[src/rtl/fpga_sys_reset_ctrl.sv]
// SYSCLK-domain reset sequencer for the Cortex-M subsystem.
// Sequences PORESETn then HRESETn after the synchronised board reset releases,
// stretches runtime reset requests into system-only resets, and keeps a sticky
// reset-cause register for software.
module fpga_sys_reset_ctrl #(
    parameter int unsigned POR_HOLD_CYCLES = 16,
    parameter int unsigned SYS_HOLD_CYCLES = 8,
    parameter int unsigned LOCKUP_RESET_EN = 1,
    parameter int unsigned CNT_W           = 8
) (
    input  logic       SYSCLK,
    input  logic       RST_SYSCLK,
    input  logic       SYSRESETREQ,
    input  logic       WDOG_RESET_REQ,
    input  logic       LOCKUP,
    input  logic       CAUSE_CLR,
    output logic       PORESETn,
    output logic       HRESETn,
    output logic [3:0] RST_CAUSE,
    output logic       RST_BUSY
);

    typedef enum logic [1:0] {
        POR_HOLD = 2'd0,
        SYS_HOLD = 2'd1,
        RUN      = 2'd2,
        REQ_HOLD = 2'd3
    } state_t;

    localparam logic [CNT_W-1:0] POR_LAST = CNT_W'(POR_HOLD_CYCLES - 1);
    localparam logic [CNT_W-1:0] SYS_LAST = CNT_W'(SYS_HOLD_CYCLES - 1);

    state_t           state_q, state_d;
    logic [CNT_W-1:0] cnt_q, cnt_d;
    logic             poresetn_q, poresetn_d;
    logic             hresetn_q, hresetn_d;
    logic [3:0]       cause_q, cause_d;
    logic             busy_q, busy_d;

    logic             lockup_req;
    logic             req;
    logic [3:0]       new_bits;

    // Runtime request decode; bit0 (POR) is never set by a runtime request.
    always_comb begin
        lockup_req = LOCKUP & (LOCKUP_RESET_EN != 0);
        req        = SYSRESETREQ | WDOG_RESET_REQ | lockup_req;
        new_bits   = {lockup_req, WDOG_RESET_REQ, SYSRESETREQ, 1'b0};
    end

    // State and output registers; board reset overrides everything.
    always_ff @(posedge SYSCLK) begin
        if (RST_SYSCLK) begin
            state_q    <= POR_HOLD;
            cnt_q      <= '0;
            poresetn_q <= 1'b0;
            hresetn_q  <= 1'b0;
            cause_q    <= 4'b0001;
            busy_q     <= 1'b1;
        end else begin
            state_q    <= state_d;
            cnt_q      <= cnt_d;
            poresetn_q <= poresetn_d;
            hresetn_q  <= hresetn_d;
            cause_q    <= cause_d;
            busy_q     <= busy_d;
        end
    end

    // Next-state, counter and registered-output logic.
    always_comb begin
        state_d    = state_q;
        cnt_d      = cnt_q;
        poresetn_d = poresetn_q;
        hresetn_d  = hresetn_q;
        cause_d    = cause_q;
        busy_d     = busy_q;

        unique case (state_q)
            POR_HOLD: begin
                if (cnt_q == POR_LAST) begin
                    poresetn_d = 1'b1;
                    cnt_d      = '0;
                    state_d    = SYS_HOLD;
                end else begin
                    cnt_d = cnt_q + 1'b1;
                end
            end
            SYS_HOLD: begin
                if (cnt_q == SYS_LAST) begin
                    hresetn_d = 1'b1;
                    busy_d    = 1'b0;
                    cnt_d     = '0;
                    state_d   = RUN;
                end else begin
                    cnt_d = cnt_q + 1'b1;
                end
            end
            RUN: begin
                cause_d = (CAUSE_CLR ? 4'b0000 : cause_q) | new_bits;
                if (req) begin
                    hresetn_d = 1'b0;
                    busy_d    = 1'b1;
                    cnt_d     = '0;
                    state_d   = REQ_HOLD;
                end
            end
            REQ_HOLD: begin
                cause_d = (CAUSE_CLR ? 4'b0000 : cause_q) | new_bits;
                if (req) begin
                    cnt_d = '0;
                end else if (cnt_q == SYS_LAST) begin
                    hresetn_d = 1'b1;
                    busy_d    = 1'b0;
                    cnt_d     = '0;
                    state_d   = RUN;
                end else begin
                    cnt_d = cnt_q + 1'b1;
                end
            end
            default: begin
                state_d = POR_HOLD;
                cnt_d   = '0;
            end
        endcase
    end

    assign PORESETn  = poresetn_q;
    assign HRESETn   = hresetn_q;
    assign RST_CAUSE = cause_q;
    assign RST_BUSY  = busy_q;

endmodule

[config.mk]
export PLATFORM = sky130hd
export DESIGN_NAME = fpga_sys_reset_ctrl
export DESIGN_NICKNAME = d
export VERILOG_FILES = /design/src/rtl/fpga_sys_reset_ctrl.sv
export SDC_FILE = /design/constraint.sdc
export NUM_CORES = 1
export LEC_CHECK = 0
export BUFFER_PORTS_ARGS = -buffer_cell sky130_fd_sc_hd__buf_4
export CORE_UTILIZATION = 40
export DETAILED_ROUTE_END_ITERATION = 7
export GPL_ROUTABILITY_DRIVEN = 0
export HOLD_SLACK_MARGIN = 0.1
export PLACE_DENSITY = 0.59
export SLEW_MARGIN = 10
export SYNTH_ARGS = -nofsm -noshare
export SYNTH_HDL_FRONTEND = slang
export SYNTH_SLANG_ARGS = --single-unit
[constraint.sdc]
create_clock -name SYSCLK -period 2.1 [get_ports SYSCLK]
set_input_delay 0.21 -clock SYSCLK [delete_from_list [all_inputs] [get_ports SYSCLK]]
set_output_delay 0.21 -clock SYSCLK [all_outputs]
set_load 0.03 [all_outputs]
Word-level counts from Yosys, hierarchy flattened
Cells that the tools add are included.
{"block": "totals", "latch_bits": 0, "n_memories": 0, "reg_bits": 17, "output_inout_bits": 7, "inputBits": 6, "ram_bits": 0, "rom_bits": 0, "word_cells": 43}
{"block": "classes", "muxes": 19, "n_shift": 0, "multipliers": 0, "n_lt_le_gt_ge": 0, "bitwise_logic": 3, "reduce_logical": 6, "div_mod_pow": 0, "eq_ne": 8, "n_addsub": 1}
{"operator": "8-bit two-way mux", "n": 4}
{"operator": "8-bit case mux with 4 select lines", "n": 1}
{"operator": "8-bit by 1-bit adder with 8-bit output, second input constant", "n": 1}
{"operator": "8-bit by 3-bit == test with 1-bit output, second input constant", "n": 1}
{"operator": "8-bit by 4-bit == test with 1-bit output, second input constant", "n": 1}
{"operator": "2-bit two-way mux", "n": 4}
{"operator": "2-bit case mux with 4 select lines", "n": 1}
{"operator": "1-bit two-way mux", "n": 6}
{"operator": "2-bit inequality test, second input constant", "n": 3}
{"operator": "1-bit case mux with 3 select lines", "n": 2}
{"operator": "3-bit AND reduction", "n": 2}
{"operator": "2-bit == test, second input constant", "n": 2}
{"operator": "4-bit two-way mux", "n": 1}
{"operator": "4-bit OR", "n": 1}
{"operator": "3-bit nonzero test", "n": 1}
{"operator": "2-bit by 1-bit == test with 1-bit output, second input constant", "n": 1}
{"operator": "2-bit logical NOT", "n": 1}
{"operator": "1-bit OR", "n": 2}
{"operator": "2-bit AND reduction", "n": 1}
{"operator": "2-bit OR reduction", "n": 1}

Longest topological paths before layout
{"block": "depth", "ltp_word": 4, "mapped_depth": 7}

Worst setup path before layout
No wires, ideal clock.
{"block": "synth_path", "path_kind": "flip-flop to flip-flop", "from": "register state_q[0]", "to": "register hresetn_q, in the netlist HRESETn", "period_less_slack_ps": 1776, "stages_incl_launch_ff": 8, "t_arrival_ps": 1643, "n_path_buf": 1, "setup_time_ps": 134, "path_slack_ps": 324, "path_cell_list": "dfxtp_1 > inv_1 > ha_1 > or4b_1 > buf_2 > o211a_1 > a41oi_1 > a211oi_1"}
{"block": "synth_between", "elab_chain_len": 3, "elab_cells_between_ends": 8, "cone_classes": "eq/ne: 5; mux: 1; reduce/logical: 2"}
{"element": "start: declaration", "line": "33", "source": "state_t state_q, state_d;"}
{"element": "start signal: assignment", "line": "61", "source": "state_q <= state_d;"}
{"element": "2-bit == test or 2-bit by 1-bit == test with 1-bit output (tied branches)", "line": "79", "source": "unique case (state_q)"}
{"element": "2-bit inequality test (no source line) or 3-bit nonzero test (tied branches)"}
{"element": "3-bit AND reduction (no source line)"}
{"element": "end signal: assignment", "line": "64", "source": "hresetn_q <= hresetn_d;"}
{"element": "end: declaration", "line": "36", "source": "logic hresetn_q, hresetn_d;"}
Several ways; a longest one is shown, not always the timed one.
A chain may end at the register's enable or synchronous reset.

Worst setup path after layout
Same ends and word-level chain as after synthesis.

==> run metrics <==
gr usage total=17.5%; CP max FO=9; Tot Pwr=1.20 mW; Mapped Area=between 900 and 1000 um2; Setup Skew=0.00615 ns; Post-DP Area=1090 um2; RSZ-0062 raised after global routing=no; Worst Setup EP=HRESETn; I/O Buffers=12; dpl hpwl=roughly 1.5 mm; global-route wire length before repair=3.29 mm; critical path capture point type=flop; YS warnings=0; H-tree lvl count=1; vias in the first global route=749; ys async rst share=0%; setup TNS=0 ns; Yosys cell types=35; maximum buffer depth of the clock tree=2; Antenna Violating Nets Remaining=0; P&R area growth vs syn=17.8%; max-slew violation count=0; Synth area leader=dfxtp_1; critical path data arrival time=between 2 and 2.5 ns; Worst Reg-to-Reg Cells=6; CP Class=reg2reg; root buf cell=clkbuf_4; number of setup buffers added after CTS=0; Post-Route WL=1.98 mm; die extent in y=roughly 51 um; Vias=830; core area=roughly 2200 um2; row count=17; R2R Path End=HRESETn; Synthesized Nets=120; top cells by count, synth=dfxtp_1 (17), nand2_1 (14), nor2_1 (11); PostCTS Resize Cnt=0; flop2flop setup slack=0.25 ns; Final Cell Area=approximately 1100 um2; register area share after synthesis=35.9%; Worst Path Required=2.29 ns; most common cell in the netlist=dfxtp_1; Slew @ Worst Pin=0.445 ns; Final setup viols=0; 1st-iter DRT viols=10; area of the multi-input gates=583 um2; worst hold margin=about 0.19 ns; min cycle time layout=~1.8 ns; Syn Inst Count=108; DR WL/cell=roughly 13 um; Skew-Pair Late Insertion Delay=0.29 ns; Reg clk slew, reported paths=roughly 0.10 ns; initial core utilization=42.8%; DRC Markers=0; Min-Delay Path Class=in2reg; clk sinks=17; Power Dens Cells=1070 nW/um2; worst setup path start=state_q[0]; Chip Width=50.7 um; Num CTS Buffers=3; Setup crit start kind=flop; final hold viol count=0; reg2reg start=state_q[0]; max-cap violation count=0; fmax=0.541 GHz; Area contributors post-synth=dfxtp_1 (36%), ha_1 (7.9%), nand2_1 (5.5%); Post-synth EDFFs=0; hold bufs inserted after CTS=0; routed vias/inst=5.42; Worst slew margin=70.0%; number of I/O pins=13; Final Cycle Share=88.0%; pre-CTS setup slack=around 0.27 ns; total grt overflow=0; mean post-synth cell area=8.77 um2; initial antenna violation count=0; Nets=roughly 140; die area=2570 um2; Yosys top cell area share=between 30% and 40%; Ant. Diodes=0; CTS tree=yes; Most used DFF post-synth=dfxtp_1; largest net degree at the start of global routing=14; final worst slack=0.252 ns; DR pass1 iterations=4; share of post-route cells with drive strength above 1=19.2%; number of synthesized register bits=17; sequential cell area=340 um2; leakage=0.441 nW; fill count=217; worst vdd ir=681 uV; outcome=complete, no violations
==> area by class of cell <==
class	instances	share of cell area, %
clock buffer	4	2.35
multi-input combinational	85	52.2
tap	28	3.14
sequential	17	30.5
inverter	3	1.01
timing repair buffer	16	10.8
==> where the power goes <==
part | internal [mW] | switching, mW
clock | 0.0738 | 0.0991
combinational | 0.257 | 0.331
sequential | 0.382 | 0.0565
total | 0.713 | 0.486
==> logic make-up after synthesis <==
family	synth area share [%]
compound gates	20.5
xor+xnor	4.62
fa+ha+maj	7.93
buf+inv	2.51
flops	35.9
mux	2.11
simple gates	26.4
==> critical path: stages (launching register included) <==
cell and delay (ns):
dfxtp_1 0.37, inv_1 0.14, ha_1 0.19, or4b_1 0.60, o211a_1 0.21, a41oi_1 0.17
a211oi_1 0.07
==> metrics by stage <==
step | util (%) | std cells
after CTS | 50.5 | 153
after floorplan | - | 108
after global routing | 50.5 | 153
final | 50.5 | 153
after global placement | 49.3 | 149
after detailed placement | 49.3 | 149
==> cells in the final DEF (no fill, tap or decap), drive strengths merged, types with 2 or more instances in the layout <==
cell and count:
a211oi 2, a21oi 10, a41oi 2, buf 16, clkbuf 4, dfxtp 17
ha 6, inv 3, mux2i 2, nand2 14, nand3 5, nand4 3
nor2 11, nor4b 2, o21ai 8, or4b 2, xor2 4
==> metal layers <==
| metal | part of all wire [%] | track usage, % | up-vias | wire length (um) |
|---|---|---|---|---|
| met4 | 2.2 | 9.72 | 0 | 44 |
| met3 | 1.8 | 2.73 | 4 | 36 |
| met5 | 0 | 0 | - | 0 |
| met1 | 50 | 22.1 | 392 | 992 |
| li1 | - | - | 425 | - |
| met2 | 46 | 28.2 | 9 | 907 |
==> sequential cells by signal (all words and copies together) (netlist names) <==
| name | cells |
|---|---|
| RST_BUSY | 1 |
| RST_CAUSE | 4 |
| state_q | 2 |
| PORESETn | 1 |
| HRESETn | 1 |
| cnt_q | 8 |
==> worst min-delay path by stage <==
stage / cells after the start / slack [ns] / start / end
final: 2 / 0.19 / RST_SYSCLK / RST_CAUSE[1]
after global routing: 2 / 0.18 / RST_SYSCLK / RST_CAUSE[3]
after CTS: 2 / 0.18 / RST_SYSCLK / RST_CAUSE[1]
after detailed placement: 2 / 0.44 / RST_CAUSE[0] / RST_CAUSE[0]
after global placement: 2 / 0.43 / RST_CAUSE[0] / RST_CAUSE[0]
after floorplan: 2 / 0.34 / RST_SYSCLK / RST_CAUSE[0]
Power figures use the tool's default switching activity.
